**src/rtl/pipe_drain_fifo.sv**
```systemverilog
// Output buffer behind the last pipeline stage: absorbs consumer stalls so the
// pipeline only sees back-pressure once DEPTH words are queued.
module pipe_drain_fifo #(
  parameter int WIDTH = 100,
  parameter int DEPTH = 4
) (
  input  logic                     clk,
  input  logic                     rst_n,
  input  logic                     flush,
  input  logic                     in_valid,
  input  logic [WIDTH-1:0]         in_data,
  output logic                     in_allowin,
  output logic                     out_valid,
  output logic [WIDTH-1:0]         out_data,
  input  logic                     out_ready,
  output logic [$clog2(DEPTH):0]   count
);
  localparam int AW = $clog2(DEPTH);
  localparam int CW = AW + 1;
  localparam logic [CW-1:0] FULL_CNT = CW'(DEPTH);

  if (DEPTH < 2 || (DEPTH & (DEPTH - 1)) != 0) begin : g_bad_depth
    $error("pipe_drain_fifo: DEPTH must be a power of two and at least 2");
  end

  logic [WIDTH-1:0] mem [DEPTH];
  logic [AW-1:0]    wr_ptr, rd_ptr;
  logic [CW-1:0]    cnt;
  logic             full, empty, push, pop;

  // count alone decides full/empty, so pointers can wrap without a lap bit
  assign full       = (cnt == FULL_CNT);
  assign empty      = (cnt == '0);
  assign in_allowin = !full && !flush;
  assign push       = in_valid && in_allowin;
  assign out_valid  = !empty;
  assign pop        = out_valid && out_ready && !flush;
  assign out_data   = mem[rd_ptr];
  assign count      = cnt;

  // storage is deliberately left out of reset and flush
  always_ff @(posedge clk) begin
    if (push) mem[wr_ptr] <= in_data;
  end

  always_ff @(posedge clk or negedge rst_n) begin
    if (!rst_n) begin
      wr_ptr <= '0;
      rd_ptr <= '0;
      cnt    <= '0;
    end else if (flush) begin
      wr_ptr <= '0;
      rd_ptr <= '0;
      cnt    <= '0;
    end else begin
      if (push) wr_ptr <= wr_ptr + AW'(1);
      if (pop)  rd_ptr <= rd_ptr + AW'(1);
      case ({push, pop})
        2'b10:   cnt <= cnt + CW'(1);
        2'b01:   cnt <= cnt - CW'(1);
        default: cnt <= cnt;
      endcase
    end
  end

endmodule

```
**config.mk**
```make
export PLATFORM = sky130hd
export DESIGN_NAME = pipe_drain_fifo
export DESIGN_NICKNAME = d
export VERILOG_FILES = /design/src/rtl/pipe_drain_fifo.sv
export SDC_FILE = /design/constraint.sdc
export NUM_CORES = 1
export LEC_CHECK = 0
export CAP_MARGIN = 20
export CORE_UTILIZATION = 50
export CTS_CLUSTER_DIAMETER = 30
export DETAILED_ROUTE_END_ITERATION = 8
export PLACE_DENSITY = 0.74
export SYNTH_ARGS = -nofsm -noshare
export SYNTH_HDL_FRONTEND = slang
export SYNTH_SLANG_ARGS = --single-unit
```
**constraint.sdc**
```tcl
create_clock -name clk -period 4.85 [get_ports clk]
set_clock_uncertainty 0.2 [all_clocks]
set_input_delay 0.97 -clock clk [delete_from_list [all_inputs] [get_ports clk]]
set_output_delay 0.97 -clock clk [all_outputs]
set_load 0.005 [all_outputs]
```
==> metrics.yaml <==
synth.avg_cell_area_um2: 25.9
worst-path-max-fanout: 33
cts_num_sinks: 407
synth.top_cell.area_share: 0.807
r2r_setup_slack_ps: 2270
antenna-diode-count: 0
critical_path_startpoint_category: "flip-flop"
synth_area_leader_cell: "edfxtp_1"
cts.htree.levels: 3
timing_hold_violations_final: 0
cts_resized: 0
crit_path_cell_trace: "buf_4 > mux4_2 > clkdlybuf4s50_1"
most_frequent_cells_in_the_layout: "edfxtp_1, clkdlybuf4s50_1, mux4_2"
global_route_wire_length_before_repair_um: 44500
cts_hold_repair.buffers: 0
drt-initial-drc-count: 341
post_cts_setup_driven_buffer_insertion_count: 0
combinationalPowerShare: 0.174
pre_cts_slack_ps: 1150
slew-limit-headroom: 0.548
power.net_switching_mw: 2.48
finalWeightedCongestion: 0.784
switching_share: 0.230
dp_hpwl_um: 16200
die_y_um: 174
route.final.wire_length_um: 28700
numPortBuffers: 209
nets: 953
most_area_consuming_cells_after_synthesis: "edfxtp_1, mux4_2, dfrtp_1"
multi_input_area_mm2: 0.00258
post_synth_inst_count: 574
final.setup.worst_slack_ps: 909
run_status: "finished, final reports clean"
floorplan.core_area_mm2: 0.0290
totalNegativeSetupSlack_ps: 0
layout_commonest_cell: "edfxtp_1"
clock_latency_ps: 540
final.min_clock_period_ps: 3940
cp_data_required_time_ps: 3680
clock_tree_from_tritoncts: "done"
regArea_mm2: 0.0122
max_slew.worst_pin.slew_ps: 678
final_cell_count_no_fill: 1282
die_area_mm2: 0.0304
overall_track_demand_over_capacity_in_global_routing: 0.196
starting_utilization_of_the_core_area: 0.513
synth.lib_cells_used.distinct: 32
grt_setup_unrepaired: "false"
flow.area_growth_from_synthesis_pct: 33.5
clkSlewWorstSetupHoldPaths_ps: 40
detailroute.wirelength.met3_um: 2080
ys_warn_count: 0
timing_worst_setup_path_type: "reg2out"
static_power_due_to_leakage_nw: 6.38
globalRouteOverflowTotal: 0
met2WireLength_um: 15200
num_vias: 6978
placed_cells: 1154
clockBufferDepth: 3
drc: 0
max_cap_viol_count: 0
drt_pre_antenna_iters: 4
cts_buffers: 71
max_clock_freq_mhz: 254
max-vdd-ir-drop_uv: 331
grt_max_degree: 101
worstHoldPathType: "reg2reg"
element_type_at_the_critical_path_end: "primary output"
dr.max_layer_used: "met4"
fillers: 1797
power_density_mw_per_mm2: 543
detail-route-antenna-nets: 0
p_int_mw: 8.30
clock-root-buffer: "clkbuf_16"
die_w_um: 174
drv_slew: 0
synth.yosys.seq_area_share: 0.819
num_io_pins: 210
syn-num-nets: 684
finalSetupViolCount: 0
floorplan.rows: 62
grt_antenna_before_repair: 1
critPathMaxStageDelay_ps: 580
wl_met1_um: 10700
sequential_share_of_power: 0.386
worst_ep_arrival_time_ps: 2770
layout_worst_path_cycle_share: 0.813
clock_power_share: 0.440
final_layout_size_suffix_gt1_frac: 0.262
final_core_util: 0.684
route.detailed.vias_per_inst: 5.44
synth.ff_latch_count: 407
synth.cell_area_mm2: 0.0149
routedWlPerCell_um: 22.4
grt_pass1_vias: 7878
critical_path.slowest_cell: "mux4_2"
area by class of cell:
| class | instances | area share |
|---|---|---|
| clock buffer | 79 | 0.0910 |
| clock inverter | 49 | 0.0267 |
| inverter | 2 | 0.000378 |
| multi-input combinational | 142 | 0.130 |
| sequential | 407 | 0.614 |
| tap | 384 | 0.0242 |
| timing repair buffer | 219 | 0.114 |
synthesized netlist by cell type:
master    number
a21oi_1        1
or3_4          1
nand2_4        1
buf_1          7
buf_2         11
and2_1         5
clkbuf_1       3
edfxtp_1     400
mux4_2       100
a21oi_4        1
fa_1           1
nand2_1        3
nor2_1         4
o31ai_1        1
mux2_1         1
xor2_2         1
xor2_1         2
o211ai_1       1
a31oi_1        1
o21ai_0        2
nor3_1         2
a21o_1         1
nand3_1        2
nand2b_1       3
ha_1           4
nor4_1         1
inv_1          2
nor2b_1        1
o22ai_1        1
buf_4          2
dfrtp_1        7
mux2i_1        1
routing by layer:
| layer | up-vias | track usage |
|---|---|---|
| li1 | 3043 | - |
| met1 | 3634 | 0.228 |
| met2 | 254 | 0.342 |
| met3 | 47 | 0.0573 |
| met4 | 0 | 0.0750 |
| met5 | - | 0 |
worst paths after layout:
path,startpoint,to,cells past startpoint
max,rd_ptr[0]$_DFFE_PN0P_,out_data[74],3
min,wr_ptr[1]$_DFFE_PN0P_,wr_ptr[1]$_DFFE_PN0P_,2
max reg2reg,count[0]$_DFFE_PN0P_,count[2]$_DFFE_PN0P_,7
min reg2reg,wr_ptr[1]$_DFFE_PN0P_,wr_ptr[1]$_DFFE_PN0P_,2
max in group asynchronous,rst_n,rd_ptr[0]$_DFFE_PN0P_,1
min in group asynchronous,rst_n,rd_ptr[1]$_DFFE_PN0P_,1
power by group through the flow:
stage	sequential, mW	combinational, mW	clock, mW
after global routing	4.18	2.00	5.00
after detailed placement	4.23	1.90	0
after global placement	4.21	1.88	0
after CTS	4.17	1.92	4.83
final	4.17	1.87	4.74
after floorplan	4.19	0.985	0
cell families (layout without fill, tap and decap cells):
kind of cell             after synthesis  after routing  synth area share
AO/OA/AOI/OAI                          9              9           0.00446
XOR/XNOR                               3              3           0.00227
adder cells (fa/ha/maj)                5              5           0.00471
buffers and inverters                 25            349           0.00774
flip-flops                           407            407             0.819
multiplexers                         102            102             0.153
AND/OR/NAND/NOR                       23             23           0.00883
registers in the layout, indices dropped and copies added, names as in the netlist:
name    count
wr_ptr      2
rd_ptr      2
count       3
mem       400
metrics by stage:
| stage | cell area [um^2] | hold slack (ps) | power [mW] |
|---|---|---|---|
| after floorplan | 14900 | 377 | 5.17 |
| after global placement | 17500 | 411 | 6.09 |
| after detailed placement | 17500 | 421 | 6.13 |
| after CTS | 19900 | 427 | 10.9 |
| after global routing | 19900 | 448 | 11.2 |
| final | 19900 | 427 | 10.8 |
critical path: cells and delay by family, from the launching register on:
kind     cells  cell delay, ps
buf+inv      2            1070
mux          1             580
flops        1             540
Note: power is estimated with default switching activity, not from simulation.
